$ cat src/rtl/fetch_unit.sv
// -----------------------------------------------------------------------------
// fetch_unit
//
// Instruction-fetch stage placed directly after the PC register. It issues one
// instruction-memory request at a time for the current PC, waits a variable
// number of cycles for the response and writes {instr, pc, pc+4} into the
// IF/ID pipeline register. The hold_pc output lets the PC advance only when an
// instruction is actually consumed by IF/ID, or when a redirect (flush) is
// taken.
//
// Ports
//   clk          in   rising-edge clock
//   rst          in   asynchronous, active-low reset
//   pc_in        in   current PC value from the PC register
//   stall        in   ID stage cannot accept; IF/ID holds
//   flush        in   branch/jump redirect this cycle; squash the fetch path
//   hold_pc      out  0 = PC may update this cycle
//   imem_req     out  one-cycle request pulse
//   imem_addr    out  request address, meaningful while imem_req=1
//   imem_ack     in   response valid (at least one cycle after the request)
//   imem_rdata   in   instruction word, valid with imem_ack
//   id_valid     out  IF/ID holds a real instruction
//   id_instr     out  IF/ID instruction (NOP_INSTR while id_valid=0)
//   id_pc        out  address of id_instr
//   id_pc_plus4  out  id_pc + 4, modulo 2^32
//   fetch_err    out  sticky flag: a memory response timed out
//
// Parameters
//   NOP_INSTR    instruction word presented while IF/ID holds a bubble
//   TIMEOUT      response cycles waited before the request is reissued;
//                0 disables the timeout
// -----------------------------------------------------------------------------
module fetch_unit #(
  parameter logic [31:0] NOP_INSTR = 32'h0000_0000,
  parameter int          TIMEOUT   = 16
) (
  input  logic        clk,
  input  logic        rst,
  input  logic [31:0] pc_in,
  input  logic        stall,
  input  logic        flush,
  output logic        hold_pc,
  output logic        imem_req,
  output logic [31:0] imem_addr,
  input  logic        imem_ack,
  input  logic [31:0] imem_rdata,
  output logic        id_valid,
  output logic [31:0] id_instr,
  output logic [31:0] id_pc,
  output logic [31:0] id_pc_plus4,
  output logic        fetch_err
);

  // Counter is wide enough to hold TIMEOUT itself (it saturates there) and
  // stays at least one bit wide when the timeout is disabled.
  localparam int CW = $clog2(TIMEOUT + 2);

  localparam logic [CW-1:0] TMO_MAX  = CW'(TIMEOUT);
  // Last counter value seen in a waiting cycle before the timeout fires; the
  // timeout therefore triggers in the TIMEOUT-th waiting cycle.
  localparam logic [CW-1:0] TMO_LAST = (TIMEOUT == 0) ? '0 : CW'(TIMEOUT - 1);

  typedef enum logic [1:0] {
    ST_FETCH   = 2'd0,
    ST_WAIT    = 2'd1,
    ST_HOLD    = 2'd2,
    ST_DISCARD = 2'd3
  } state_e;

  // ---------------------------------------------------------------------------
  // State
  // ---------------------------------------------------------------------------
  state_e          state_q,       state_d;
  logic [31:0]     req_pc_q,      req_pc_d;
  logic [CW-1:0]   wait_cnt_q,    wait_cnt_d;
  logic [31:0]     skid_data_q,   skid_data_d;
  logic            skid_valid_q,  skid_valid_d;
  logic            fetch_err_q,   fetch_err_d;
  logic            id_valid_q,    id_valid_d;
  logic [31:0]     id_instr_q,    id_instr_d;
  logic [31:0]     id_pc_q,       id_pc_d;
  logic [31:0]     id_pc_plus4_q, id_pc_plus4_d;

  // Per-cycle control decoded by the FSM
  logic            deliver;        // an instruction enters IF/ID this cycle
  logic [31:0]     deliver_instr;  // word that enters IF/ID when deliver=1
  logic            timeout_hit;    // this waiting cycle is the last allowed
  logic [CW-1:0]   wait_cnt_inc;   // saturating increment of the counter

  always_comb begin
    timeout_hit  = (TIMEOUT != 0) && (wait_cnt_q == TMO_LAST);
    wait_cnt_inc = (wait_cnt_q == TMO_MAX) ? wait_cnt_q : wait_cnt_q + CW'(1);
  end

  // ---------------------------------------------------------------------------
  // FSM next state and request side
  // ---------------------------------------------------------------------------
  always_comb begin
    state_d       = state_q;
    req_pc_d      = req_pc_q;
    wait_cnt_d    = wait_cnt_q;
    skid_data_d   = skid_data_q;
    skid_valid_d  = skid_valid_q;
    fetch_err_d   = fetch_err_q;
    deliver       = 1'b0;
    deliver_instr = skid_data_q;
    imem_req      = 1'b0;

    unique case (state_q)
      ST_FETCH: begin
        // Request goes out unconditionally; on a flush its response is
        // simply discarded, which keeps the one-outstanding rule intact.
        imem_req   = 1'b1;
        req_pc_d   = pc_in;
        wait_cnt_d = '0;
        state_d    = flush ? ST_DISCARD : ST_WAIT;
      end

      ST_WAIT: begin
        wait_cnt_d = wait_cnt_inc;
        if (flush) begin
          if (imem_ack) begin
            state_d = ST_FETCH;
          end else begin
            // The response is still in flight: drain it before reissuing.
            wait_cnt_d = '0;
            state_d    = ST_DISCARD;
          end
        end else if (imem_ack) begin
          if (!stall) begin
            deliver       = 1'b1;
            deliver_instr = imem_rdata;
            state_d       = ST_FETCH;
          end else begin
            // ID cannot take it: park the word so memory is not re-read.
            skid_data_d  = imem_rdata;
            skid_valid_d = 1'b1;
            state_d      = ST_HOLD;
          end
        end else if (timeout_hit) begin
          fetch_err_d = 1'b1;
          state_d     = ST_FETCH;
        end
      end

      ST_HOLD: begin
        if (flush) begin
          skid_valid_d = 1'b0;
          state_d      = ST_FETCH;
        end else if (!stall) begin
          deliver       = skid_valid_q;
          deliver_instr = skid_data_q;
          skid_valid_d  = 1'b0;
          state_d       = ST_FETCH;
        end
      end

      ST_DISCARD: begin
        wait_cnt_d = wait_cnt_inc;
        if (imem_ack) begin
          state_d = ST_FETCH;
        end else if (timeout_hit) begin
          fetch_err_d = 1'b1;
          state_d     = ST_FETCH;
        end
      end

      default: begin
        state_d = ST_FETCH;
      end
    endcase
  end

  // ---------------------------------------------------------------------------
  // IF/ID register update: flush > stall > deliver > bubble
  // ---------------------------------------------------------------------------
  always_comb begin
    id_valid_d    = id_valid_q;
    id_instr_d    = id_instr_q;
    id_pc_d       = id_pc_q;
    id_pc_plus4_d = id_pc_plus4_q;

    if (flush) begin
      id_valid_d = 1'b0;
      id_instr_d = NOP_INSTR;
    end else if (stall) begin
      // hold every field
    end else if (deliver) begin
      id_valid_d    = 1'b1;
      id_instr_d    = deliver_instr;
      id_pc_d       = req_pc_q;
      id_pc_plus4_d = req_pc_q + 32'd4;  // wraps naturally at 32 bits
    end else begin
      // Bubble: the PC fields keep their last value.
      id_valid_d = 1'b0;
      id_instr_d = NOP_INSTR;
    end
  end

  // ---------------------------------------------------------------------------
  // Registers
  // ---------------------------------------------------------------------------
  always_ff @(posedge clk or negedge rst) begin
    if (!rst) begin
      state_q       <= ST_FETCH;
      req_pc_q      <= '0;
      wait_cnt_q    <= '0;
      skid_data_q   <= '0;
      skid_valid_q  <= 1'b0;
      fetch_err_q   <= 1'b0;
      id_valid_q    <= 1'b0;
      id_instr_q    <= NOP_INSTR;
      id_pc_q       <= '0;
      id_pc_plus4_q <= '0;
    end else begin
      state_q       <= state_d;
      req_pc_q      <= req_pc_d;
      wait_cnt_q    <= wait_cnt_d;
      skid_data_q   <= skid_data_d;
      skid_valid_q  <= skid_valid_d;
      fetch_err_q   <= fetch_err_d;
      id_valid_q    <= id_valid_d;
      id_instr_q    <= id_instr_d;
      id_pc_q       <= id_pc_d;
      id_pc_plus4_q <= id_pc_plus4_d;
    end
  end

  // ---------------------------------------------------------------------------
  // Outputs
  // ---------------------------------------------------------------------------
  // The PC moves exactly once per instruction that IF/ID consumes, and may
  // always take a redirect target on flush.
  assign hold_pc     = ~(deliver | flush);
  assign imem_addr   = pc_in;
  assign id_valid    = id_valid_q;
  assign id_instr    = id_instr_q;
  assign id_pc       = id_pc_q;
  assign id_pc_plus4 = id_pc_plus4_q;
  assign fetch_err   = fetch_err_q;

endmodule

$ cat config.mk
export PLATFORM = sky130hd
export DESIGN_NAME = fetch_unit
export DESIGN_NICKNAME = d
export VERILOG_FILES = /design/src/rtl/fetch_unit.sv
export SDC_FILE = /design/constraint.sdc
export NUM_CORES = 1
export LEC_CHECK = 0
export CORE_UTILIZATION = 45
export DETAILED_ROUTE_END_ITERATION = 16
export PLACE_DENSITY = 0.75
export SYNTH_ARGS = -nofsm -noshare
export SYNTH_HDL_FRONTEND = slang
export SYNTH_SLANG_ARGS = --single-unit
$ cat constraint.sdc
create_clock -name clk -period 2.5 [get_ports clk]
set_input_delay 0.625 -clock clk [delete_from_list [all_inputs] [get_ports clk]]
set_output_delay 0.625 -clock clk [all_outputs]
set_load 0.01 [all_outputs]
Word-level counts from Yosys, hierarchy flattened
Index checks and enable logic that the tools add are counted.
Word-level totals
  word-level logic and storage cells: 73
  bits of input ports: 69
  output and inout bits: 132
  register bits after elaboration: 170
Operators by class
  reductions and logical operators: 8
  add/sub/neg operators: 2
  equality and inequality tests: 10
  bitwise gates (word level): 4
  muxes and demuxes: 39
Operators with widths (count)
  32-bit 2-to-1 mux: 5
  32-bit by 3-bit adder with 32-bit output, second input constant: 1
  2-bit 2-to-1 mux: 9
  1-bit 2-to-1 mux: 17
  5-bit 2-to-1 mux: 3
  5-bit case mux with 3 select lines: 1
  2-bit case mux with 4 select lines: 1
  2-bit != test, second input constant: 3
  1-bit case mux with 2 select lines: 3
  5-bit by 1-bit adder with 5-bit output, second input constant: 1
  5-bit by 4-bit equality test with 1-bit output, second input constant: 1
  5-bit equality test, second input constant: 1
  5-bit AND reduction: 1
  2-bit equality test, second input constant: 2
  4-bit AND reduction: 1
  2-bit nonzero test: 2
  3-bit != test, second input constant: 1
  1-bit NOT: 3
  3-bit AND reduction: 1
  3-bit nonzero test: 1
  2-bit by 1-bit equality test with 1-bit output, second input constant: 1
  2-bit zero test: 1
  2-bit by 1-bit != test with 1-bit output, second input constant: 1
  2-bit AND reduction: 1
  1-bit bitwise OR: 1

Depth between registers and ports, before layout
Gate-level depths: netlist of the first run.
  depth after elaboration: 7
  gate-level depth with buffers: 10
  mapped depth without buffers: 7

Worst setup path before layout of the first run
Ideal clock, no wire load.
  kind: input -> output
  start: in flush
  end: out hold_pc
  arrival: 1.742 ns
  stages: 4
  path slack: 0.133 ns
  data required time: 1.875 ns
  path buffers: 2
  path through: clkbuf_1 > nor4b_2 > clkbuf_1 > nor2_1
On the way
  word-level cells in the longest chain between the ends: 4
  elaborated cells on any way between the ends: 5
  those cells by class: mux: 3; bitwise: 2
RTL lines
  from (decl): RTL line 41  | input logic flush,
  1-bit 2-to-1 mux, on equally long branches: RTL line 147, 121
  1-bit case mux with 2 select lines: RTL line 109  | unique case (state_q)
  1-bit bitwise OR *: RTL line 234  | assign hold_pc = ~(deliver | flush);
  1-bit NOT *: RTL line 234
  to (decl): RTL line 42  | output logic hold_pc,
Mark *: on every way between the ends. The rest lies on a longest branch, timed or not.

Worst setup path after layout of the first run
  start: in imem_ack
  end: out hold_pc
On the way
  word-level cells in the longest chain between the ends: 5
RTL lines
  from (decl): RTL line 45  | input logic imem_ack,
  1-bit 2-to-1 mux: RTL line 129  | end else if (imem_ack) begin
  1-bit 2-to-1 mux: RTL line 121  | if (flush) begin
  1-bit case mux with 2 select lines: RTL line 109
  1-bit bitwise OR: RTL line 234
  1-bit NOT: RTL line 234
Every way passes these cells.

==> qor.yml, run 1 <==
run_status:
  status: "finished, final reports clean"
clocking:
  cts_tree: "built"
  cts_root_buf: "clkbuf_16"
  cts_made_buffers: 17
  clock_path_buffers: 2
  cts.clk_slew.worst_paths_ns: 0.06
  cts_hold_buf: 0
  cts_sinks: 168
  htreeDepth: 4
  clk_latency_ns: 0.42
hold_path:
  hold_class: "in -> async"
timing:
  min_period_ns: 2.42
  worst_pin_slew_ns: 0.519
  setup_viol: 0
  fmax_mhz: 413
  rsz0062_at_grt: "false"
  slew_viol_final: 0
  hold_viol: 0
  hold_slack_ns: 0.140
  fin_worst_skew_ns: 0.00844
  post-route-period-util_pct: 96.9
  max_slew_margin_pct: 65.4
placement:
  gp_congestion: 0.782
  hpwl_um: 11500
  placed_cell_area_um2: 9600
  port_buffers: 200
  dp.cells: 1062
layout:
  layout.cells.non_filler: 1094
  postLayoutCellArea_um2: 10200
  layout_common_cells: "198 x clkdlybuf4s50_1, 168 x dfrtp_1, 167 x nand2_1"
  utilization_pct: 63.4
  layout_commonest_cell: "clkdlybuf4s50_1"
  syn_to_final_growth_pct: 36.1
  nFillCells: 1307
  final_layout_size_suffix_gt1_share_pct: 14.6
  final_nets: 943
  antenna_cells: 0
yosys:
  synth_nets: 774
  post_synth_num_cell_types: 39
  syn_inst: 697
  syn_avg_cell_area_um2: 10.8
  yosysSeqAreaShare_pct: 56.0
  yosysWarnings: 0
  syn_area_um2: 7510
  ys_seq_elements: 168
setup_path:
  path_class: "in -> out"
  cp.required_ns: 1.88
  r2r-end: "id_pc_plus4[7]$_DFFE_PN0P_"
  worstSetupStartpointType: "input port"
  rr_worst_depth: 7
  slowest_stage: "clkdlybuf4s50_1"
  worst_r2r_startpoint: "state_q[0]$_DFFE_PN0P_"
  endpoint: "hold_pc"
  cp-startpoint: "imem_ack"
  timing.reg2reg.setup_slack_ns: 0.52
  path_cells: "clkdlybuf4s50_1, a22oi_2, nor4b_4, nor2_1, buf_2"
  cp-end-kind: "output pin"
  cp_max_fo: 2
  cp.arrival_ns: 1.80
  critPathMaxStageDelay_ns: 0.45
power_and_ir_drop:
  seq_power_share_pct: 40.4
  power_frac_clock_pct: 23.6
  static-leakage-power_nw: 4.64
  vdd_drop_max_mv: 0.616
  switching_power_w: 0.00371
  intPower_w: 0.00772
  combPwrFrac_pct: 36.1
  switching_share_pct: 32.5
  total_power_w: 0.0114
  powerDensity_nw_per_um2: 1120
die:
  dieWidth_um: 131
  die_h_um: 131
  die-area_um2: 17200
  rows: 46
  initial_core_util_pct: 46.6
  num_io_pins: 201
  core_area_um2: 16100
grt:
  antenna_found_initial: 0
  overflow: 0
  grt_pass1_vias: 5556
  grt_pass1_wl_um: 28400
  grt_usage_pct: 21.0
  grt_start_max_net_pins: 74
route:
  routed_wl_um: 17000
  vias_per_cell: 5.04
  via_count: 5516
  drtAntennaViolNets: 0
  dr.pass1.iters: 4
  drt-initial-drc-count: 243
  drc: 0
  routedWlPerCell_um: 15.6
run:
  drv_cap: 0
kinds of logic after synthesis:
kind of cell / Yosys count / share of synthesized area (%)
AO/OA/AOI/OAI: 84 / 5.81
flip-flops: 168 / 56.0
XOR/XNOR: 27 / 3.15
multiplexers: 95 / 13.7
adder cells (fa/ha/maj): 8 / 1.33
AND/OR/NAND/NOR: 238 / 14.1
buffers and inverters: 77 / 5.96
synthesized netlist by cell type:
cell type | number | area, um2
dfrtp_1 | 168 | 4200
nand2_1 | 168 | 631
o21ai_0 | 70 | 350
mux2_2 | 63 | 709
buf_4 | 36 | 270
mux2i_1 | 32 | 320
nand3_1 | 21 | 105
clkbuf_1 | 19 | 71.3
xor2_1 | 19 | 166
buf_2 | 13 | 65.1
nor2_1 | 12 | 45.0
ha_1 | 8 | 100
xnor2_1 | 8 | 70.1
inv_1 | 7 | 26.3
and3_1 | 6 | 37.5
nand4_1 | 6 | 37.5
nor3_1 | 5 | 25.0
a21oi_1 | 4 | 20.0
nand2b_1 | 4 | 25.0
a31oi_1 | 3 | 18.8
and2_1 | 3 | 18.8
o21ai_1 | 3 | 15.0
and3_2 | 2 | 15.0
and4_1 | 2 | 17.5
a22oi_1 | 1 | 7.51
a31o_2 | 1 | 8.76
buf_1 | 1 | 3.75
buf_6 | 1 | 11.3
nand2_2 | 1 | 6.26
nand4_4 | 1 | 21.3
nor2b_1 | 1 | 6.26
nor3_2 | 1 | 10.0
nor3_4 | 1 | 16.3
nor4b_2 | 1 | 15.0
o31ai_1 | 1 | 7.51
o32ai_1 | 1 | 8.76
or3_1 | 1 | 6.26
or3b_2 | 1 | 8.76
or4b_1 | 1 | 10.0
power by group through the flow:
stage / Combinational [W] / Clock (W) / Sequential (W)
final: 0.00412 / 0.00269 / 0.00461
after global routing: 0.00451 / 0.00286 / 0.00477
after CTS: 0.00418 / 0.00275 / 0.00461
after detailed placement: 0.00412 / 0 / 0.00464
after global placement: 0.00401 / 0 / 0.00460
after floorplan: 0.00209 / 0 / 0.00471
final cells by class:
type | instances | area (um2) | share of cell area, %
Clock buffer | 21 | 460 | 4.50
Clock inverter | 10 | 145 | 1.42
Inverter | 7 | 26.3 | 0.257
Multi-Input combinational cell | 452 | 2900 | 28.3
Sequential cell | 168 | 4200 | 41.1
Tap cell | 216 | 270 | 2.64
Timing Repair Buffer | 220 | 2220 | 21.7
critical path, delay by kind of cell:
kind	cells	cell delay, ns
compound gates	1	0.35
simple gates	2	0.22
buf+inv	2	0.60
state kept, by name, summed over array words and instances (netlist names):
register and flops:
skid_data_q 32, id_instr 32, req_pc_q 32, state_q 2, wait_cnt_q 5, skid_valid_q 1, fetch_err 1, id_pc_plus4 30
id_pc 32, id_valid 1
metrics by stage:
step / setup slack, ns / TNS, ns
finish: 0.0770 / 0
global route: 0.00192 / 0
CTS: 0.0827 / 0
detailed placement: -0.416 / -2.60
global placement: -0.403 / -0.523
floorplan: 0.133 / 0
worst min-delay path by stage:
stage,end,cells past startpoint,from,slack (ns)
finish,id_instr[28]$_DFFE_PN0N_,1,rst,0.14
detailed placement,id_pc[1]$_DFFE_PN0P_,2,req_pc_q[1]$_DFFE_PN0P_,0.45
global route,id_pc[4]$_DFFE_PN0P_,1,rst,0.16
CTS,id_instr[28]$_DFFE_PN0N_,1,rst,0.14
floorplan,fetch_err$_DFFE_PN0P_,0,rst,0.33
global placement,id_pc[0]$_DFFE_PN0P_,2,req_pc_q[0]$_DFFE_PN0P_,0.44
per-layer routing:
layer | up-vias | share of wire, % | track usage [%]
met5 | - | 0 | 0
met4 | 0 | 1.4 | 6.14
met3 | 18 | 6.1 | 6.71
met2 | 153 | 49 | 33.9
met1 | 2692 | 44 | 26.9
li1 | 2653 | - | -
timing repair:
item | 4_1_cts | 5_1_grt
setup endpoints to repair | 1 | 0
setup buffers | 1 | 0
resized for setup | 6 | 0
Note: power is estimated with default switching activity, not from simulation.
==> run 2, diff against run 1 <==
- CTS_CLUSTER_SIZE: unset -> 40
- MAX_ROUTING_LAYER: unset -> met4
==> run 2 against run 1 <==
First-iteration DRC count increased by 3.7%. Combinational power about the same. Sequential power about the same. Non-clock buffer count unchanged. Sequential share of layout area unchanged. Routed wire length decreased by 0.49%. Largest power group unchanged. Critical path type unchanged. Hold slack improved by 0.0035 ns.
==> qor.yml, run 2 (same netlist as run 1, synthesis figures left out) <==
timing:
  worst_pin_slew_ns: 0.521
  slew_viol_final: 0
  hold_viol: 0
  rsz0062_at_grt: "false"
  post-route-period-util_pct: 96.3
  hold_slack_ns: 0.143
  max_slew_margin_pct: 65.2
  min_period_ns: 2.41
  setup_viol: 0
  fmax_mhz: 415
  fin_worst_skew_ns: 0.0110
grt:
  grt_pass1_wl_um: 28400
  grt_pass1_vias: 5559
  grt_use_met2_pct: 33.9
  grt_busiest_layer: "met2"
  overflow: 0
  grt_use_met3_pct: 6.13
  grt_usage_pct: 21.6
  antenna_found_initial: 0
  grtUsageMet1_pct: 27.1
  grt_start_max_net_pins: 74
die:
  die-area_um2: 17200
  rows: 46
  num_io_pins: 201
  core_area_um2: 16100
  initial_core_util_pct: 46.6
  dieWidth_um: 131
  die_h_um: 131
layout:
  syn_to_final_growth_pct: 36.1
  layout_commonest_cell: "clkdlybuf4s50_1"
  postLayoutCellArea_um2: 10200
  final_layout_size_suffix_gt1_share_pct: 14.6
  utilization_pct: 63.4
  antenna_cells: 0
  layout_common_cells: "198 x clkdlybuf4s50_1, 168 x dfrtp_1, 167 x nand2_1"
  final_nets: 943
setup_path:
  cp.required_ns: 1.88
  cp-end-kind: "output pin"
  timing.reg2reg.setup_slack_ns: 0.52
  cp.arrival_ns: 1.78
  worstSetupStartpointType: "input port"
  cp_max_fo: 2
  path_class: "in -> out"
run_status:
  status: "finished, final reports clean"
clocking:
  cts_sinks: 168
  cts_tree: "built"
  clk_latency_ns: 0.42
  cts_made_buffers: 17
  htreeDepth: 4
  cts_root_buf: "clkbuf_16"
  cts_hold_buf: 0
  clock_path_buffers: 2
  cts.clk_slew.worst_paths_ns: 0.06
placement:
  gp_congestion: 0.793
  port_buffers: 200
  hpwl_um: 11500
  placed_cell_area_um2: 9600
route:
  drc: 0
  dr.pass1.iters: 4
  via_count: 5533
  routed_wl_um: 17000
  drtAntennaViolNets: 0
  vias_per_cell: 5.06
  drt-initial-drc-count: 252
  routedWlPerCell_um: 15.5
power_and_ir_drop:
  static-leakage-power_nw: 4.64
  powerDensity_nw_per_um2: 1120
  vdd_drop_max_mv: 0.615
hold_path:
  hold_class: "in -> async"
run:
  drv_cap: 0
-- run 2: repair_timing --
item | in CTS | in global routing
buffers inserted | 1 | 0
endpoints found under the setup margin | 1 | 0
gates resized for setup | 6 | 0
-- run 2: where the power goes --
group,switching (W),total [W],internal (W)
Sequential,0.000826,0.00461,0.00379
Combinational,0.00182,0.00412,0.00230
Clock,0.00106,0.00268,0.00163
-- run 2: per-layer routing --
metal | share of wire [%] | wire length [um] | vias up
met5 | 0 | 0 | -
met4 | 1.1 | 180 | 0
met3 | 6.4 | 1090 | 14
met2 | 49 | 8250 | 160
met1 | 44 | 7440 | 2704
li1 | - | - | 2655
-- run 2: path summary, 6_finish.rpt --
kind                                   startpoint                    endpoint  cells after the start
max                                      imem_ack                     hold_pc                      5
min                                           rst    id_instr[28]$_DFFE_PN0N_                      1
max reg2reg                state_q[0]$_DFFE_PN0P_  id_pc_plus4[7]$_DFFE_PN0P_                      7
min reg2reg                  id_pc[8]$_DFFE_PN0P_        id_pc[8]$_DFFE_PN0P_                      2
max in group asynchronous                     rst  skid_data_q[8]$_DFFE_PN0P_                      2
min in group clk             id_pc[8]$_DFFE_PN0P_        id_pc[8]$_DFFE_PN0P_                      2
-- run 2: stage by stage --
stage / setup slack [ns] / TNS, ns / instances / power [W]
finish: 0.0923 / 0 / 1094 / 0.0114
detailed placement: -0.416 / -2.60 / 1062 / 0.00876
global route: 0.00400 / 0 / 1094 / 0.0121
global placement: -0.403 / -0.523 / 1062 / 0.00861
CTS: 0.0827 / 0 / 1094 / 0.0115
floorplan: 0.133 / 0 / 697 / 0.00681
-- run 2: final cells by class --
cell class,count,area [um2]
Timing Repair Buffer,220,2220
Clock inverter,10,145
Sequential cell,168,4200
Inverter,7,26.3
Multi-Input combinational cell,452,2900
Clock buffer,21,460
Tap cell,216,270
Fill cell,1307,5890
-- run 2: critical path: stages --
cell and delay (ns):
clkdlybuf4s50_1 0.44, a22oi_2 0.34, nor4b_4 0.08, nor2_1 0.14
buf_2 0.15
==> run 3, diff against run 2 <==
- CTS_CLUSTER_DIAMETER: unset -> 30
==> results of run 3 <==
Final layout, timing and power as in run 2 (identical DEF).
==> RTL change 1, RTL diff (config.mk and constraints of run 2) <==
Change the parameter `TIMEOUT` from 16 to 32.
--- a/src/rtl/fetch_unit.sv
+++ b/src/rtl/fetch_unit.sv
@@ -32,7 +32,7 @@
 // -----------------------------------------------------------------------------
 module fetch_unit #(
   parameter logic [31:0] NOP_INSTR = 32'h0000_0000,
-  parameter int          TIMEOUT   = 16
+  parameter int          TIMEOUT   = 32
 ) (
   input  logic        clk,
   input  logic        rst,
Function: no difference found for any inputs over 4 cycles, from zero or initial values and one cycle with rst low; that may be too few to reach the edited logic, so the function may still have changed.
==> RTL change 1 against run 2 <==
Sequential share of layout area decreased by 0.37 points; wire length increased by 7.7%; sequential cell count increased by 1; largest cell class unchanged; largest power group unchanged; area after synthesis increased by 1.4%; total power increased by 1.9%; critical path depth decreased by 1; die area increased by 1.3%; cell area increased by 1.5%; count of clock-buffer cells in the layout decreased by 1; global-route usage increased by 0.88 points; combinational power increased by 2%; setup slack improved by 0.0025 ns; sequential power about the same.
==> RTL change 1: results <==
set metrics [dict create \
    synth.area.top_cells "dfrtp_1 (56%), mux2_2 (9.0%), nand2_1 (7.9%)" \
    slew-limit-headroom_pct 59.5 \
    drive_gt1_share_pct 14.8 \
    avgViaCountPerCell 5.20 \
    grt_pass1_wl_mm 29.7 \
    status "finished clean" \
    place_area_um2 9730 \
    power.leakage_nw 4.63 \
    antenna_found_initial 0 \
    grt_pass1_vias 5758 \
    cp.arrival_ns 1.78 \
    yosysWarnings 0 \
    diodes 0 \
    drt_iter0_markers 388 \
    first_pass_iters 5 \
    place_hpwl_mm 12.4 \
    routed_wl_mm 18.3 \
    cts_buffers 17 \
    yosysSeqAreaShare_pct 55.5 \
    crit_fanout 5 \
    p_int_mw 7.80 \
    synth_cells 715 \
    layout.nets 960 \
    nFillCells 1333 \
    wl_per_cell_um 16.4 \
    synth_nets 791 \
    route.detailed.drc 0 \
    min_path_type "input pin to async pin" \
    grt_max_degree 57 \
    cpPeakStageDelay_ns 0.51 \
    cp_slowest_cell "clkdlybuf4s50_1" \
    dp.cells 1083 \
    cts.clk_slew.worst_paths_ns 0.07 \
    ir_worst_vdd_uv 690 \
    async_flop_share_pct 100 \
    synth-main-ff-cell "dfrtp_1" \
    dpl_worst_slack_ns -0.320 \
    finalSetupViolCount 0 \
    synth_common_cells "dfrtp_1 (169), nand2_1 (161), mux2_2 (61)" \
    gp_congestion 0.842 \
    clock_skew_ns 0.00943 \
    cts_buffer_depth 2 \
    htreeDepth 4 \
    io_buffers 200 \
    grtUsageTotal_pct 22.5 \
    ys_types 46 \
    clockRootBuffer "clkbuf_16" \
    insertion_delay_ns 0.42 \
]
RTL change 1: cell count changes after synthesis, moves of 9 or more:
cell,run 2,this run
o21ai_0,70,58
xor2_1,19,8
a31oi_1,3,15
or4_1,0,15
clkbuf_1,19,35
buf_2,13,4
RTL change 1: worst paths after layout:
path / end / slack [ns] / cells past startpoint / start
worst max-delay path: hold_pc / 0.09 / 4 / flush
worst min-delay path: id_instr[15] / 0.14 / 1 / rst
worst max register to register: id_pc_plus4[18] / 0.31 / 6 / state_q[1]
worst min register to register: id_pc[0] / 0.47 / 2 / req_pc_q[0]
max in group asynchronous: id_instr[30] / 1.70 / 2 / rst
min in group clk: id_pc[0] / 0.47 / 2 / req_pc_q[0]
RTL change 1: metrics by stage:
| stage | util (%) | TNS [ns] | power (mW) |
|---|---|---|---|
| floorplan | - | 0 | 6.81 |
| global placement | 58.9 | -5.24 | 8.70 |
| detailed placement | 58.9 | -10.46 | 8.83 |
| CTS | 62.8 | 0 | 11.7 |
| global route | 62.8 | 0 | 12.3 |
| finish | 62.8 | 0 | 11.6 |
RTL change 1: area by class of cell:
cell class	instances	area, um^2	share of cell area, %
Sequential cell	169	4230	40.7
Multi-Input combinational cell	458	2940	28.3
Timing Repair Buffer	226	2260	21.7
Clock buffer	20	447	4.30
Tap cell	220	275	2.65
Clock inverter	12	188	1.81
Inverter	12	45.0	0.434
RTL change 1: power by group through the flow:
stage,Sequential [mW],Clock [mW],Combinational [mW]
final,4.61,2.82,4.19
after global routing,4.77,2.99,4.59
after CTS,4.61,2.88,4.23
after detailed placement,4.64,0,4.19
after global placement,4.60,0,4.10
after floorplan,4.71,0,2.10
RTL change 1: repair_timing:
item | in CTS | in global routing
gates resized for setup | 6 | 2
buffers inserted | 2 | 0
setup endpoints to repair | 1 | 1
pin swaps | 2 | 1
RTL change 1: worst max-delay path: cells and delay by family:
family	cells	cell delay, ns
buffers and inverters	2	0.67
AND/OR/NAND/NOR	2	0.49
RTL change 1: cells by family (layout without fill, tap and decap cells):
kind of cell             count (synthesis)  in the layout  synth area share, %
multiplexers                            94             94                 13.4
AND/OR/NAND/NOR                        242            242                 14.5
buffers and inverters                   88            270                 6.18
adder cells (fa/ha/maj)                  7              7                 1.15
XOR/XNOR                                11             11                 1.27
flip-flops                             169            169                 55.5
AO/OA/AOI/OAI                          104            104                 8.05
RTL change 1: layer usage:
metal  share of wire (%)  GRT usage [%]  up-vias
li1                    -              -     2786
met1                  44           28.8     2829
met2                  47           34.4      179
met3                 7.4           7.00       18
met4                 1.3           6.27        0
met5                   0              -        -
==> RTL change 2, RTL diff (config.mk and constraints of run 2) <==
Without the edit above. Take the reset off `skid_data_q` and load it in a clocked block of its own.
--- a/src/rtl/fetch_unit.sv
+++ b/src/rtl/fetch_unit.sv
@@ -205,7 +205,6 @@
       state_q       <= ST_FETCH;
       req_pc_q      <= '0;
       wait_cnt_q    <= '0;
-      skid_data_q   <= '0;
       skid_valid_q  <= 1'b0;
       fetch_err_q   <= 1'b0;
       id_valid_q    <= 1'b0;
@@ -216,7 +215,6 @@
       state_q       <= state_d;
       req_pc_q      <= req_pc_d;
       wait_cnt_q    <= wait_cnt_d;
-      skid_data_q   <= skid_data_d;
       skid_valid_q  <= skid_valid_d;
       fetch_err_q   <= fetch_err_d;
       id_valid_q    <= id_valid_d;
@@ -224,6 +222,10 @@
       id_pc_q       <= id_pc_d;
       id_pc_plus4_q <= id_pc_plus4_d;
     end
+  end
+
+  always_ff @(posedge clk) begin
+    skid_data_q <= skid_data_d;
   end
 
   // ---------------------------------------------------------------------------
Formal check against the unedited RTL: same outputs for any inputs over 4 cycles, from zero or initial values and one cycle with rst low; that may be too few to reach the edited logic, so the function may still have changed.
==> RTL change 2 against run 2 <==
Total power fell by 2.0%; area after synthesis fell by 1.8%; sequential power fell by 3%; cell area fell by 1.2%; sequential cell count did not move; wire length rose by 7.2%; setup slack improved by 0.055 ns; count of clock-buffer cells in the layout fell by 3; critical path type is now flip-flop to primary output.
==> RTL change 2: results <==
set metrics [dict create \
    wl_per_cell_um 16.8 \
    drive_gt1_share_pct 11.7 \
    status "finished clean" \
    vias 5691 \
    grt_pass1_wl_mm 28.8 \
    grt_pass1_vias 5631 \
    r2r-end "id_pc_plus4[22]" \
    tightestPinTransition_ns 0.620 \
    insertion_delay_ns 0.43 \
    diodes 0 \
    synth.area.top_cells "dfrtp_1 (46%), edfxtp_1 (13%), nand2_1 (8.0%)" \
    power.leakage_nw 4.36 \
    yosysWarnings 0 \
    grtUsageTotal_pct 23.2 \
    min_path_type "input pin to async pin" \
    drt_iter0_markers 344 \
    rrSetupSlack_ns 0.37 \
    dp.cells 1045 \
    maxUsedRoutingLayer "met4" \
    ys_types 48 \
    htreeDepth 4 \
    gp_congestion 0.812 \
    route.detailed.drc 0 \
    synth_cells 679 \
    clockRootBuffer "clkbuf_16" \
    place_hpwl_mm 12.5 \
    dpl_worst_slack_ns -0.306 \
    crit_fanout 3 \
    hold_ws_ns 0.0772 \
    reg2regPathDepth 7 \
    layout.cells.non_filler 1080 \
    cts_buffers 17 \
    cp.arrival_ns 1.73 \
    synth_nets 756 \
    drt-met1-wl_mm 7.94 \
    first_pass_iters 5 \
    r2r-start "state_q[0]" \
    cts_buffer_depth 2 \
    io_buffers 200 \
    clock_skew_ns 0.00876 \
    cts.clk_slew.worst_paths_ns 0.07 \
    wl_met3_mm 1.30 \
    yosysSeqAreaShare_pct 59.1 \
    nFillCells 1254 \
    grt_max_degree 62 \
    wl_met2_mm 8.54 \
    synth_common_cells "nand2_1 (158), dfrtp_1 (136), o21ai_0 (69)" \
    synth-main-ff-cell "dfrtp_1" \
    startpoint_type "flip-flop" \
    ir_worst_vdd_uv 559 \
    synth_edf_count 32 \
    async_flop_share_pct 81.0 \
    antenna_found_initial 0 \
    layout.nets 928 \
]
==> RTL change 2: cell count changes after synthesis, sizes merged, moves of 7 or more <==
cell           run 2  this run
a31oi              3        14
buf               51        43
nand3             21        12
edfxtp             0        32
or3                1         9
clkbuf            19        26
xor2              19         2
nor2              12        23
dfrtp            168       136
mux2              63        28
nand2            169       158
==> RTL change 2: worst max-delay path by stage <==
| stage | to | slack [ns] | depth (start not counted) |
|---|---|---|---|
| finish | hold_pc | 0.15 | 5 |
| detailed placement | hold_pc | -0.31 | 5 |
| floorplan | skid_data_q[0] | 0.04 | 4 |
| global placement | hold_pc | -0.19 | 5 |
| CTS | hold_pc | 0.004 | 6 |
| global route | hold_pc | 0.06 | 5 |
==> RTL change 2: kinds of logic after synthesis <==
kind of cell / count (synthesis) / share of synthesized area [%]
fa+ha+maj: 8 / 1.36
flops: 168 / 59.1
xor+xnor: 14 / 1.66
buf+inv: 80 / 6.19
mux: 60 / 8.61
compound gates: 105 / 8.10
simple gates: 244 / 14.9
==> RTL change 2: what timing repair did <==
item / in CTS / in global routing
pin swaps: 2 / 1
resized for setup: 10 / 1
buffers inserted: 3 / 0
endpoints found under the setup margin: 1 / 1
==> RTL change 2: layer usage <==
layer  global-route usage [%]  vias up
li1                         -     2661
met1                     28.5     2780
met2                     36.6      220
met3                     6.15       30
met4                     8.76        0
met5                        -        -
==> RTL change 2: power breakdown <==
| part | total [mW] | leakage, nW | internal [mW] | switching (mW) |
|---|---|---|---|---|
| clock | 2.65 | 0.282 | 1.50 | 1.15 |
| sequential | 4.49 | 2.02 | 3.69 | 0.808 |
| combinational | 4.05 | 2.06 | 2.18 | 1.87 |
| total | 11.2 | 4.36 | 7.36 | 3.83 |
==> RTL change 2: worst max-delay path, cell delays in order (launching register included) <==
cell,delay (ns)
dfrtp_1,0.40
inv_2,0.09
ha_2,0.35
nor4b_4,0.26
nor2_1,0.07
clkbuf_2,0.13
==> RTL change 2: final cells by class <==
class                      instances  area (um^2)  area share, %
sequential                       168         4360           43.2
clock inverter                    14          163           1.61
multi-input combinational        431         2610           25.8
clock buffer                      18          429           4.25
inverter                          11         41.3          0.409
tap                              216          270           2.68
timing repair buffer             222         2220           22.0
==> RTL change 2: metrics by stage <==
step / instance area [um^2] / utilization, %
final: 10100 / 63.3
after floorplan: 7380 / -
after global routing: 10100 / 63.3
after CTS: 10100 / 63.4
after detailed placement: 9460 / 59.3
after global placement: 9460 / 59.3
